$ cat src/rtl/fpga_cfg_pkg.sv
// Shared definitions for the Wishbone configuration loader.
//   - CFG_BASE_ADDR : base of the configurator register window
//   - CFG_TIMEOUT   : default number of strobe cycles allowed before an ack
//   - HDR_*         : header word field positions and widths
//   - cfg_state_e   : loader FSM states
//   - hdr_word_addr : turns a header offset into a word-aligned bus address
package fpga_cfg_pkg;

  localparam logic [31:0] CFG_BASE_ADDR = 32'h3000_0000;
  localparam int          CFG_TIMEOUT   = 255;

  // Header word: [31] INC, [30:16] COUNT, [15:0] byte OFFSET.
  localparam int HDR_INC_BIT = 31;
  localparam int HDR_CNT_LSB = 16;
  localparam int HDR_CNT_W   = 15;
  localparam int HDR_OFS_W   = 16;

  typedef enum logic [1:0] {
    IDLE = 2'd0,
    LOAD = 2'd1,
    REQ  = 2'd2,
    ERR  = 2'd3
  } cfg_state_e;

  // Offset bits [1:0] are dropped so every access is word aligned.
  function automatic logic [31:0] hdr_word_addr(input logic [31:0]          base,
                                                input logic [HDR_OFS_W-1:0] ofs);
    logic [HDR_OFS_W-1:0] aligned;
    aligned = ofs & {{(HDR_OFS_W-2){1'b1}}, 2'b00};
    return base + 32'(aligned);
  endfunction

endpackage

$ cat src/rtl/wb_config_loader_if.sv
// Wishbone write-only bus between the loader (master) and the configurator (slave).
//   cyc, stb : cycle / strobe
//   we       : write enable
//   sel      : byte select
//   adr      : byte address
//   dat      : write data
//   ack      : responder acknowledge
interface wb_config_loader_if;
  logic        cyc;
  logic        stb;
  logic        we;
  logic [3:0]  sel;
  logic [31:0] adr;
  logic [31:0] dat;
  logic        ack;

  modport master (output cyc, stb, we, sel, adr, dat, input ack);
  modport slave  (input cyc, stb, we, sel, adr, dat, output ack);
endinterface

$ cat src/rtl/wb_timeout_counter.sv
// Counts strobe cycles of one Wishbone request and flags when TIMEOUT cycles
// have elapsed without the request being retired.
//   clk, rst_n : clock, asynchronous active-low reset
//   clear_i    : hold the count at zero (used while no request is pending)
//   en_i       : a request cycle is in progress
//   expired_o  : high during the TIMEOUT-th request cycle
module wb_timeout_counter #(
  parameter int TIMEOUT = 255
) (
  input  logic clk,
  input  logic rst_n,
  input  logic clear_i,
  input  logic en_i,
  output logic expired_o
);

  localparam int W = $clog2(TIMEOUT + 1);

  logic [W-1:0] count_q, count_d;

  // The count equals the number of request cycles already completed, so the
  // TIMEOUT-th cycle is the one where it reads TIMEOUT-1.
  assign expired_o = en_i && (count_q == W'(TIMEOUT - 1));

  always_comb begin
    count_d = count_q;
    if (clear_i) begin
      count_d = '0;
    end else if (en_i && !expired_o) begin
      count_d = count_q + 1'b1;
    end
  end

  always_ff @(posedge clk or negedge rst_n) begin
    if (!rst_n) begin
      count_q <= '0;
    end else begin
      count_q <= count_d;
    end
  end

endmodule

$ cat src/rtl/wb_config_loader.sv
// Wishbone initiator feeding the FPGA configuration port. A header word
// selects address, word count and address-increment mode; the following data
// words are written one at a time as single Wishbone write cycles.
//   wb_clk_i, wb_rst_i     : clock, asynchronous active-low reset
//   in_valid_i/in_ready_o  : stream handshake, in_data_i header or data word
//   abort_i                : drop the current burst and return to IDLE
//   clear_i                : leave the error state, clearing err_o
//   wbm                    : Wishbone master port
//   busy_o                 : FSM not in IDLE
//   done_o                 : one-cycle pulse after a burst completes
//   err_o                  : sticky ack-timeout error
//   words_o                : number of acked writes since reset (wrapping)
module wb_config_loader
  import fpga_cfg_pkg::*;
#(
  parameter logic [31:0] BASE_ADDR = CFG_BASE_ADDR,
  parameter int          CNT_W     = HDR_CNT_W,
  parameter int          TIMEOUT   = CFG_TIMEOUT
) (
  input  logic               wb_clk_i,
  input  logic               wb_rst_i,
  input  logic               in_valid_i,
  output logic               in_ready_o,
  input  logic [31:0]        in_data_i,
  input  logic               abort_i,
  input  logic               clear_i,
  wb_config_loader_if.master wbm,
  output logic               busy_o,
  output logic               done_o,
  output logic               err_o,
  output logic [15:0]        words_o
);

  cfg_state_e        state_q, state_d;
  logic              in_ready_q, in_ready_d;
  logic              req_q, req_d;
  logic [31:0]       adr_q, adr_d;
  logic [31:0]       dat_q, dat_d;
  logic              done_q, done_d;
  logic              err_q, err_d;
  logic [15:0]       words_q, words_d;
  logic [CNT_W-1:0]  rem_q, rem_d;
  logic              inc_q, inc_d;

  logic              accept;
  logic              in_req;
  logic              ack_hit;
  logic              expired;
  logic [CNT_W-1:0]  hdr_count;

  assign accept    = in_valid_i && in_ready_q;
  assign in_req    = (state_q == REQ);
  assign ack_hit   = in_req && wbm.ack;
  assign hdr_count = in_data_i[HDR_CNT_LSB +: CNT_W];

  wb_timeout_counter #(
    .TIMEOUT (TIMEOUT)
  ) u_timeout (
    .clk       (wb_clk_i),
    .rst_n     (wb_rst_i),
    .clear_i   (!in_req),
    .en_i      (in_req),
    .expired_o (expired)
  );

  always_comb begin
    state_d = state_q;
    adr_d   = adr_q;
    dat_d   = dat_q;
    done_d  = 1'b0;
    err_d   = err_q;
    words_d = words_q;
    rem_d   = rem_q;
    inc_d   = inc_q;

    // Any ack taken in REQ is counted, even one that coincides with abort.
    if (ack_hit) begin
      words_d = words_q + 16'd1;
    end

    unique case (state_q)
      IDLE: begin
        if (accept) begin
          rem_d = hdr_count;
          inc_d = in_data_i[HDR_INC_BIT];
          adr_d = hdr_word_addr(BASE_ADDR, in_data_i[HDR_OFS_W-1:0]);
          if (hdr_count != '0) begin
            state_d = LOAD;
          end else begin
            done_d = 1'b1;
          end
        end
      end
      LOAD: begin
        if (accept) begin
          dat_d   = in_data_i;
          state_d = REQ;
        end
      end
      REQ: begin
        // Ack beats a timeout expiring in the same cycle.
        if (ack_hit) begin
          rem_d = rem_q - 1'b1;
          if (inc_q) begin
            adr_d = adr_q + 32'd4;
          end
          if (rem_q == CNT_W'(1)) begin
            state_d = IDLE;
            done_d  = 1'b1;
          end else begin
            state_d = LOAD;
          end
        end else if (expired) begin
          state_d = ERR;
          err_d   = 1'b1;
        end
      end
      ERR: begin
        if (clear_i) begin
          state_d = IDLE;
          err_d   = 1'b0;
        end
      end
      default: begin
        state_d = IDLE;
      end
    endcase

    // Abort wins everywhere except ERR; a word handshaken in the same cycle
    // is consumed and discarded.
    if (abort_i && (state_q != ERR)) begin
      state_d = IDLE;
      done_d  = 1'b0;
    end

    // Bus and stream outputs are registered images of the next state.
    in_ready_d = (state_d == IDLE) || (state_d == LOAD);
    req_d      = (state_d == REQ);
  end

  always_ff @(posedge wb_clk_i or negedge wb_rst_i) begin
    if (!wb_rst_i) begin
      state_q    <= IDLE;
      in_ready_q <= 1'b0;
      req_q      <= 1'b0;
      adr_q      <= '0;
      dat_q      <= '0;
      done_q     <= 1'b0;
      err_q      <= 1'b0;
      words_q    <= '0;
      rem_q      <= '0;
      inc_q      <= 1'b0;
    end else begin
      state_q    <= state_d;
      in_ready_q <= in_ready_d;
      req_q      <= req_d;
      adr_q      <= adr_d;
      dat_q      <= dat_d;
      done_q     <= done_d;
      err_q      <= err_d;
      words_q    <= words_d;
      rem_q      <= rem_d;
      inc_q      <= inc_d;
    end
  end

  assign wbm.cyc = req_q;
  assign wbm.stb = req_q;
  assign wbm.we  = req_q;
  assign wbm.sel = {4{req_q}};
  assign wbm.adr = adr_q;
  assign wbm.dat = dat_q;

  assign in_ready_o = in_ready_q;
  assign busy_o     = (state_q != IDLE);
  assign done_o     = done_q;
  assign err_o      = err_q;
  assign words_o    = words_q;

endmodule

$ cat src/flat_wrapper.sv
// flat-port wrapper written by rule: the top's interface ports become plain ports
module wb_config_loader_flat import fpga_cfg_pkg::*;
#(
  parameter logic [31:0] BASE_ADDR = CFG_BASE_ADDR,
  parameter int          CNT_W     = HDR_CNT_W,
  parameter int          TIMEOUT   = CFG_TIMEOUT
)
  (wb_clk_i, wb_rst_i, in_valid_i, in_ready_o, in_data_i, abort_i, clear_i, busy_o, done_o, err_o, words_o, wbm_cyc, wbm_stb, wbm_we, wbm_sel, wbm_adr, wbm_dat, wbm_ack);
  wb_config_loader_if wbm_i ();
  input  logic wb_clk_i;
  input  logic wb_rst_i;
  input  logic in_valid_i;
  output logic in_ready_o;
  input  logic [31:0] in_data_i;
  input  logic abort_i;
  input  logic clear_i;
  output logic busy_o;
  output logic done_o;
  output logic err_o;
  output logic [15:0] words_o;
  output wire logic [$bits(wbm_i.cyc)-1:0] wbm_cyc;
  output wire logic [$bits(wbm_i.stb)-1:0] wbm_stb;
  output wire logic [$bits(wbm_i.we)-1:0] wbm_we;
  output wire logic [$bits(wbm_i.sel)-1:0] wbm_sel;
  output wire logic [$bits(wbm_i.adr)-1:0] wbm_adr;
  output wire logic [$bits(wbm_i.dat)-1:0] wbm_dat;
  input wire logic [$bits(wbm_i.ack)-1:0] wbm_ack;
  assign wbm_cyc = wbm_i.cyc;
  assign wbm_stb = wbm_i.stb;
  assign wbm_we = wbm_i.we;
  assign wbm_sel = wbm_i.sel;
  assign wbm_adr = wbm_i.adr;
  assign wbm_dat = wbm_i.dat;
  assign wbm_i.ack = wbm_ack;
  wb_config_loader #(.BASE_ADDR(BASE_ADDR), .CNT_W(CNT_W), .TIMEOUT(TIMEOUT)) u_core (.wb_clk_i(wb_clk_i), .wb_rst_i(wb_rst_i), .in_valid_i(in_valid_i), .in_ready_o(in_ready_o), .in_data_i(in_data_i), .abort_i(abort_i), .clear_i(clear_i), .wbm(wbm_i), .busy_o(busy_o), .done_o(done_o), .err_o(err_o), .words_o(words_o));
endmodule
$ cat config.mk
export PLATFORM = sky130hd
export DESIGN_NAME = wb_config_loader_flat
export DESIGN_NICKNAME = d
export VERILOG_FILES = /design/src/rtl/fpga_cfg_pkg.sv /design/src/rtl/wb_config_loader_if.sv /design/src/rtl/wb_timeout_counter.sv /design/src/rtl/wb_config_loader.sv /design/src/flat_wrapper.sv
export SDC_FILE = /design/constraint.sdc
export NUM_CORES = 1
export LEC_CHECK = 0
export ABC_CLOCK_PERIOD_IN_PS = 1800
export CAP_MARGIN = 20
export CORE_MARGIN = 5
export CORE_UTILIZATION = 45
export DETAILED_ROUTE_END_ITERATION = 8
export PLACE_DENSITY = 0.75
export SLEW_MARGIN = 0
export SYNTH_ARGS = -nofsm -noshare
export SYNTH_HDL_FRONTEND = slang
export SYNTH_SLANG_ARGS = --single-unit
$ cat constraint.sdc
create_clock -name wb_clk_i -period 1.8 [get_ports wb_clk_i]
set_input_delay 0.36 -clock wb_clk_i [delete_from_list [all_inputs] [get_ports wb_clk_i]]
set_output_delay 0.36 -clock wb_clk_i [all_outputs]
set_load 0.02 [all_outputs]
== After elaboration in Yosys (flattened, before gate mapping) ==
Index checks and enable logic that the tools add are counted.

* Bits in registers: 110
* Output and inout bits: 91
* Logic and storage cells: 77

* Add/subtract/negate cells: 5
* Eq/ne operators: 15
* Mux-type cells: 28
* Reduce and logical (&&, ||, !) cells: 18

{| class="wikitable"
|+ Operator list
! operator !! number
|-
| 32-bit two-way mux || 3
|-
| 32-bit one-hot mux with 2 select lines || 1
|-
| 32-bit by 3-bit adder with 32-bit output (second input constant) || 1
|-
| 30-bit by 16-bit adder with 31-bit output (first input constant) || 1
|-
| 15-bit two-way mux || 2
|-
| 15-bit one-hot mux with 2 select lines || 1
|-
| 16-bit by 1-bit adder with 16-bit output (second input constant) || 1
|-
| 8-bit two-way mux || 2
|-
| 15-bit by 1-bit == test with 1-bit output (second input constant) || 1
|-
| 15-bit nonzero test || 1
|-
| 15-bit by 1-bit subtractor with 15-bit output (second input constant) || 1
|-
| 2-bit two-way mux || 7
|-
| 2-bit inequality test (second input constant) || 6
|-
| 1-bit two-way mux || 9
|-
| 8-bit by 1-bit adder with 8-bit output (second input constant) || 1
|-
| 8-bit == test (second input constant) || 1
|-
| 2-bit one-hot mux with 4 select lines || 1
|-
| 4-bit AND reduction || 2
|-
| 2-bit == test (second input constant) || 3
|-
| 2-bit nonzero test || 3
|-
| 1-bit logical AND || 5
|-
| 2-bit by 1-bit == test with 1-bit output (second input constant) || 2
|-
| 2-bit logical NOT || 2
|-
| 2-bit by 1-bit inequality test with 1-bit output (second input constant) || 2
|-
| 5 further kinds || 7
|}

== Logic depth before layout (Yosys ltp) ==
Gate-level depths: netlist of run 1.

* Depth after elaboration: 8
* Depth in mapped cells: 8

== Modules after synthesis ==
A second synthesis of run 1 with hierarchy kept.

* Cells, all modules: 536
* Area, all modules: 5,403.9 um2

{| class="wikitable"
|+ Modules (own cells, without submodules)
! module !! instances !! cells each !! area an instance (um2) !! seq. area each (um2)
|-
| wb_config_loader || 1 || 488 || 4,897.2 || 2,502.4
|-
| wb_timeout_counter || 1 || 48 || 506.7 || 200.2
|}

== Worst setup path before layout of run 1 ==
Ideal clock, no wire load.

* Path type: register -> register
* Start point: register u_core.adr_q[2] (netlist: u_core.wbm.adr[2])
* End point: register u_core.adr_q[28] (netlist: u_core.wbm.adr[28])
* Arrival: 1.859 ns
* Required time: 1.674 ns
* Setup slack: -0.185 ns
* Cell stages (with the launch flop): 9
* Path buffers: 2
* Period minus slack after synthesis: 1.985 ns
* Cell sequence: dfrtp_1 > ha_1 > and4_1 > clkbuf_1 > nand2_1 > clkbuf_1 > nor4_1 > xnor2_1 > nand2_1

* Longest elaborated chain between the ends: 4

{| class="wikitable"
|+ Ends and longest elaborated chain
! item !! line !! source
|-
| from (decl) || wb_config_loader.sv:37 || <nowiki>logic [31:0] adr_q, adr_d;</nowiki>
|-
| from (signal assigned) || wb_config_loader.sv:157 || <nowiki>adr_q <= adr_d;</nowiki>
|-
| 32-bit by 3-bit adder with 32-bit output || wb_config_loader.sv:105 || <nowiki>adr_d = adr_q + 32'd4;</nowiki>
|-
| 32-bit two-way mux || wb_config_loader.sv:104 || <nowiki>if (inc_q) begin</nowiki>
|-
| 32-bit two-way mux || wb_config_loader.sv:102 || <nowiki>if (ack_hit) begin</nowiki>
|-
| 32-bit one-hot mux with 2 select lines || wb_config_loader.sv:81 || <nowiki>unique case (state_q)</nowiki>
|}

Every way passes these cells. The select of a mux whose other input is x is not followed.
A chain may end at the register's enable or synchronous reset.

== Final worst setup path of run 1 ==
* Start point: input wbm_ack
* End point: register u_core.adr_q[31] (netlist: u_core.wbm.adr[31])

* Longest elaborated chain between the ends: 3

{| class="wikitable"
|+ Ends and longest elaborated chain
! item !! line !! source
|-
| from (decl) || flat_wrapper.sv:27 || <nowiki>input wire logic [$bits(wbm_i.ack)-1:0] wbm_ack;</nowiki>
|-
| 1-bit logical AND || wb_config_loader.sv:53 || <nowiki>assign ack_hit = in_req && wbm.ack;</nowiki>
|-
| 2-bit inequality test (no source line) || - ||
|-
| 4-bit AND reduction (no source line) || - ||
|}

Every way passes these cells.

==> results by group, run 1 <==
Route
  – Final WL: roughly 14000 um
  – Residual DRC: 0
  – Initial drt markers: approximately 450
  – Vias: 4762
  – Vias per inst: 5.557
  – First-pass iteration count of the detailed router: 5
  – ANT nets after route: 0
  – Wire per inst: ~17 um

Worst setup path
  – Crit path kind: input port to flop
  – Critical Path End Type: flop
  – R2R Setup Slk: 0.02 ns
  – CP required: 2.09 ns
  – Crit path cell chain: clkdlybuf4s50_1, and4b_2, o2111ai_4, or3_4, or4_1, nand2_1
  – Worst reg2reg path depth: 5
  – RR Startpoint: u_core.state_q[1]
  – Startpoint types: input port
  – Slowest cell delay on critical path: 0.49 ns
  – Critical-path maximum fanout: 2
  – WP data arrival: 2.08 ns
  – Worst-path cell with the longest stage delay: clkdlybuf4s50_1
  – R2r endpoint: u_core.wbm.adr[31]

Yosys
  – Syn Inst Count: 533
  – Top cells by count, synth: dfrtp_1, nor2_1, nand2_1
  – Synthesized area: 5298 um^2
  – Most frequent cell after synthesis: dfrtp_1
  – Dominant cell type by area after synthesis: dfrtp_1
  – Synth top area share: 51.02%
  – Main area contributors after synthesis: dfrtp_1, mux2_2, xnor2_1, nor2_1, a21oi_1
  – Synth Flop Type: dfrtp_1
  – Synthesized flop and latch total: 108
  – EDFF count, synth: 0
  – Synth async-reset ratio: 100.0%
  – Netlist cell types: 50
  – Syn_area_per_cell: between 9 and 10 um^2
  – Post-synthesis sequential area ratio: 51.02%
  – Synth warn: 0

Die
  – Die X: roughly 120 um
  – Die Height: around 120 um
  – Core Area: 11470 um^2
  – Std cell rows: 39
  – Effective utilization at floorplan: 46.20%
  – Ports: 129
  – Total Die Area: 14040 um^2

Global routing
  – Wire length of the first global-routing pass: 23480 um
  – Largest net degree at the start of global routing: 54
  – Initial antenna violation count: 0
  – Vias in the first global route: 4820
  – GRT overflow: 0
  – GRT Total Usage: 20.16%

Power and ir drop
  – LEAKAGE: 3.458 nW
  – Pwr/cell area: 1283 nW/um^2
  – Total Power: 9.745 mW
  – Worst VDD drop: 859.5 uV

Timing
  – Fmax achieved: 0.5598 GHz
  – Setup Viol. Count Final: 0
  – Fin crit share: 99.25%
  – Worst slew margin: a little over three fifths
  – Count of final hold-check violations: 5
  – Min Tclk post-route: 1.786 ns
  – Final Slew Violations: 0
  – Worst-margin pin slew: 0.5506 ns
  – RSZ-0062 raised after global routing: true
  – TNS Setup: 0 ns
  – Hold Slack: -0.006383 ns
  – Worst Skew: 0.007228 ns
  – Worst Setup Slack, final: 0.01355 ns

CTS
  – Clk slew on worst S/H paths: 0.07 ns
  – CTS Buf Count: 9
  – H-tree levels: 3
  – Clk_lat worst skew: 0.35 ns
  – Clock net sink count: 108
  – Root Buffer: clkbuf_16
  – Max clock buf depth: 2
  – TritonCTS clock tree: built

Placed design
  – Placement Setup Slack: -0.3443 ns
  – GP Congestion: 0.8450
  – Cells after DPL: 838
  – DPL Wire Length: 10490 um
  – Buffers on Ports: ~130

Cells and area
  – N_diodes: 0
  – NumNets Final: 753
  – Share of post-route cells with drive strength above 1: 21.01%
  – Final Instance Count excl. Fillers: 857
  – Area Growth Syn to Fin: 43.36%

Min path
  – Hold Path Class: input port to asynchronous set/reset pin

Outcome
  – Violated checks: negative hold slack
  – Outcome: complete, but fails checks

Flow run
  – Max-cap violations: 0
[critical path, delay by kind of cell]
kind / cells / cell delay [ns]
AOI/OAI and AO/OA: 1 / 0.12
buffers and inverters: 1 / 0.49
and+or+nand+nor: 4 / 1.12
[logic make-up after synthesis]
group / after synthesis / share of synthesized area (%)
flops: 108 / 51.02
buf+inv: 45 / 3.850
simple gates: 198 / 18.45
mux: 34 / 7.204
xor+xnor: 32 / 5.291
fa+ha+maj: 6 / 1.417
compound gates: 109 / 12.71
other cells: 1 / 0.07079
[worst max path at each step]
stage	cells past startpoint	from	endpoint
global route	5	u_core.wbm.adr[2]	u_core.wbm.adr[31]
floorplan	6	u_core.wbm.adr[11]	u_core.wbm.adr[31]
detailed placement	7	in_valid_i	u_core.wbm.adr[29]
CTS	1	u_core.wbm.adr[29]	wbm_adr[29]
finish	6	wbm_ack	u_core.wbm.adr[31]
global placement	6	in_valid_i	u_core.wbm.adr[31]
[cell type report]
class | count | area [um^2]
fillers | 918 | 3872
flip-flops and latches | 108 | 2711
multi-input cells | 381 | 2504
repair buffers | 199 | 1889
clock buffers | 14 | 264.0
well taps | 143 | 178.9
inverters | 10 | 37.54
clock inverters | 2 | 10.01
[layer usage]
metal / up-vias / track usage, % / share of wire, %
met5: - / 0 / 0
met4: 0 / 8.646 / 2.0
met3: 20 / 3.247 / 4.2
met2: 134 / 32.70 / 49
met1: 2357 / 26.86 / 44
li1: 2251 / - / -
[where the power goes]
| group | internal, mW | switching, mW | leakage [nW] |
|---|---|---|---|
| clock network | 1.01 | 0.863 | 0.137 |
| registers | 3.17 | 0.558 | 1.34 |
| logic | 2.04 | 2.11 | 1.98 |
[placed cells by master (no fill, tap or decap), types with 5 or more instances in the layout]
cell type	count
o22ai_1	7
nand3_1	28
nand4_1	12
clkbuf_16	9
buf_12	5
a21oi_1	36
xnor2_1	26
dlymetal6s2s_1	18
nor3_1	10
dfrtp_1	101
nor2_1	50
nor4_1	6
dlygate4sd2_1	20
dfrtp_2	7
ha_1	5
nand2_1	48
inv_1	10
o211ai_1	5
mux2_2	33
and3_1	7
o21ai_0	31
buf_4	69
clkdlybuf4s50_1	87
a22oi_1	5
xor2_1	6
[registers in the layout, indices dropped and copies added, names as in the netlist]
name and flops:
u_core.wbm.dat 32, u_core.wbm.adr 30, u_core.words_o 16, u_core.rem_q 15
u_core.u_timeout.count_q 8, u_core.state_q 2, u_core.done_o 1, u_core.err_o 1
u_core.in_ready_o 1, u_core.inc_q 1, u_core.wbm.cyc 1
[metrics by stage]
step	util, %	instance area [um^2]	hold slack (ns)
after floorplan	-	5330	0.06441
after global placement	62.70	7189	0.3793
after detailed placement	62.70	7189	0.3875
after CTS	64.87	7438	0.009938
after global routing	66.23	7595	0.04123
final	66.23	7595	-0.006383
[what timing repair did]
item,in CTS,in global routing
setup buffers,0,3
hold buffers,0,0
setup endpoints to repair,24,34
pin swaps,0,4
resized for setup,20,35
No activity file was read; power rests on OpenSTA's default activity.
==> run 2: changes to the inputs <==
Settings changed: ABC_CLOCK_PERIOD_IN_PS 1800 to 2300, CORE_UTILIZATION 45 to 54, PLACE_DENSITY 0.75 to 0.84.
Clock period 1.8 ns to 2.3 ns, I/O delays scaled along.
==> run 2 against run 1 <==
The run now ends clean. Highest routed layer unchanged. Largest power group is now registers. Setup slack improved by 0.21 ns. Sequential power decreased by 20%. Utilization is 5.7 points higher.
==> results by group, run 2 (synthesized netlist as in run 1, its figures left out) <==
Outcome
  – Outcome: finished clean

Placed design
  – DPL Wire Length: 10080 um (-3.9%)
  – GP Congestion: 0.8606 (+1.8%)
  – Buffers on Ports: 126 (unchanged)
  – Placed cell areas: 6763 um^2 (-5.9%)

Timing
  – RSZ-0062 raised after global routing: false
  – Worst Skew: 0.01035 ns (+0.003120 ns)
  – Worst-margin pin slew: 0.7480 ns (+0.1974 ns)
  – Worst slew margin: 49.75% (-14 points)
  – Min Tclk post-route: 2.076 ns
  – Count of final hold-check violations: 0 (-5)
  – Setup Viol. Count Final: 0 (unchanged)
  – Fin crit share: 90.27%
  – Final Slew Violations: 0 (unchanged)
  – Fmax achieved: 0.4816 GHz

Worst setup path
  – CP required: 2.61 ns (+0.52 ns)
  – Critical-path maximum fanout: 6 (+4)
  – Worst setup path endpoint: u_core.rem_q[14]
  – WP data arrival: 2.39 ns (+0.31 ns)
  – RR Startpoint: u_core.rem_q[7]
  – Startpoint types: flop
  – Critical Path End Type: flop
  – R2r endpoint: u_core.rem_q[14]
  – Worst reg2reg path depth: 5 (unchanged)
  – Worst path depth: 5 (-1)
  – Slowest cell delay on critical path: 0.64 ns (+0.15 ns)
  – Crit path kind: flop to flop
  – Family with the most delay on the worst path: simple AND/OR/NAND/NOR gates
  – Crit path cell chain: nor3_1, nand2_1, nor2_1, a311o_1, o221a_2
  – Buffers & Inverters on Critical Path: 0 (-1)
  – Worst-path cell with the longest stage delay: nor3_1
  – CP Launch Point: u_core.rem_q[7]
  – R2R Setup Slk: 0.22 ns (+0.20 ns)

Route
  – Wire per inst: 17.51 um (+4.1%)
  – Vias per inst: 5.853 (+5.3%)
  – Final WL: 13900 um (-3.5%)
  – Residual DRC: 0 (unchanged)
  – Length of routed met3 wiring: 839 um (+39%)
  – First-pass iteration count of the detailed router: 5 (unchanged)
  – Initial drt markers: 352 (-21%)
  – Vias: 4647 (-2.4%)
  – WL met2: 7043 um (-1.1%)
  – Wl on met1: 5742 um (-10%)
  – ANT nets after route: 0 (unchanged)
  – DR top layer: met4

Die
  – Die X: 109.0 um (-8.0%)
  – Ports: 129 (unchanged)
  – Core Area: 9684 um^2 (-16%)
  – Total Die Area: 11890 um^2 (-15%)
  – Die Height: 109.0 um (-8.0%)
  – Std cell rows: 36 (-7.7%)
  – Effective utilization at floorplan: 54.70% (+8.5 points)

Global routing
  – Largest net degree at the start of global routing: 54 (unchanged)
  – Wire length of the first global-routing pass: 22870 um (-2.6%)
  – Initial antenna violation count: 0 (unchanged)
  – Vias in the first global route: 4682 (-2.9%)
  – GRT overflow: 0 (unchanged)
  – GRT Total Usage: 24.25% (+4.1 points)

Cells and area
  – Share of post-route cells with drive strength above 1: 11.80% (-9.2 points)
  – Most common cell after layout, fill and taps aside: clkdlybuf4s50_1
  – NumNets Final: 701 (-6.9%)
  – Sequential Area: 2703 um^2 (-0.32%)
  – Area of the multi-input gates: 2402 um^2 (-4.0%)
  – N_diodes: 0 (unchanged)
  – Max reg flops: 32 (unchanged)
  – Area Growth Syn to Fin: 31.48%
  – Fill count: 699 (-24%)
  – Fin area: 6965 um^2 (-8.3%)
  – Most frequent cells in the layout: clkdlybuf4s50_1, dfrtp_1, nor2_1

CTS
  – H-tree levels: 3 (unchanged)
  – CTS Buf Count: 9 (unchanged)
  – Clk_lat worst skew: 0.37 ns (+0.02 ns)
  – Clock net sink count: 108 (unchanged)
  – Clk slew on worst S/H paths: 0.10 ns (+0.03 ns)
  – Root Buffer: clkbuf_8
  – TritonCTS clock tree: built
  – Max clock buf depth: 2 (unchanged)
  – CTS Hold Bufs: 0 (unchanged)

Power and ir drop
  – Total Power: 7.143 mW (-27%)
  – LEAKAGE: 2.827 nW (-18%)
  – Worst VDD drop: 548.5 uV (-36%)
  – Pwr/cell area: 1025 nW/um^2 (-20%)

Flow run
  – Max-cap violations: 0 (unchanged)

Min path
  – Hold Path Class: input port to asynchronous set/reset pin
[run 2: cell types whose count changed in the layout (fill, tap and decap cells not counted), moves of 4 or more]
cell,previous run,this run
buf_4,69,19
clkbuf_16,9,0
clkbuf_8,2,11
clkdlybuf4s50_1,87,124
dfrtp_1,101,108
dfrtp_2,7,0
dlygate4sd2_1,20,0
dlymetal6s2s_1,18,1
nor4_1,6,13
nor4_2,4,0
[run 2: what timing repair did]
item,CTS,global route
setup buffers,0,0
endpoints found under the setup margin,0,1
gates resized for setup,0,1
[run 2: worst reg2reg max path: stages (launching register included)]
cell and delay, ns:
dfrtp_1 0.43, nor3_1 0.65, nand2_1 0.17, nor2_1 0.37
a311o_1 0.23, o221a_2 0.17
[run 2: how the worst min path moves through the flow]
stage                      start                 to  slack, ns
floorplan               wb_rst_i      u_core.done_o       0.16
global placement    u_core.inc_q       u_core.inc_q       0.46
detailed placement      wb_rst_i  u_core.words_o[9]       0.49
CTS                     wb_rst_i  u_core.words_o[9]       0.08
global route            wb_rst_i  u_core.words_o[9]       0.10
finish                  wb_rst_i  u_core.words_o[9]       0.07
[run 2: layout make-up]
type	count	share of cell area [%]
flip-flops and latches	108	38.80
inverters	10	0.5389
clock buffers	11	2.174
repair buffers	147	20.91
well taps	133	2.389
multi-input cells	381	34.49
clock inverters	4	0.7006
[run 2: per-stage QoR]
step	hold WS, ns	TNS (ns)	utilization, %	setup WS [ns]	std cells
final	0.06609	0	71.93	0.2237	794
after global routing	0.1002	0	71.93	0.1691	794
after CTS	0.08433	0	71.90	0.03820	794
after detailed placement	0.4868	-0.04949	69.83	-0.04740	779
after global placement	0.4587	-0.03763	69.83	-0.03763	779
after floorplan	0.1644	0	-	0.3148	534
[run 2: power by group]
part	internal, mW	leakage [nW]	switching (mW)
Sequential	2.46	1.35	0.515
Clock	0.556	0.105	0.639
Combinational	1.44	1.38	1.53
[run 2: layer usage]
layer  up-vias  global-route usage [%]
met3        26                   3.552
li1       2147                       -
met5         -                       0
met2       180                   41.27
met1      2294                   31.84
met4         0                   8.115
==> run 3: changes to the inputs <==
Settings changed: SLEW_MARGIN 0 to 10.
==> results of run 3 <==
Final layout, timing and power as in run 2 (identical DEF).
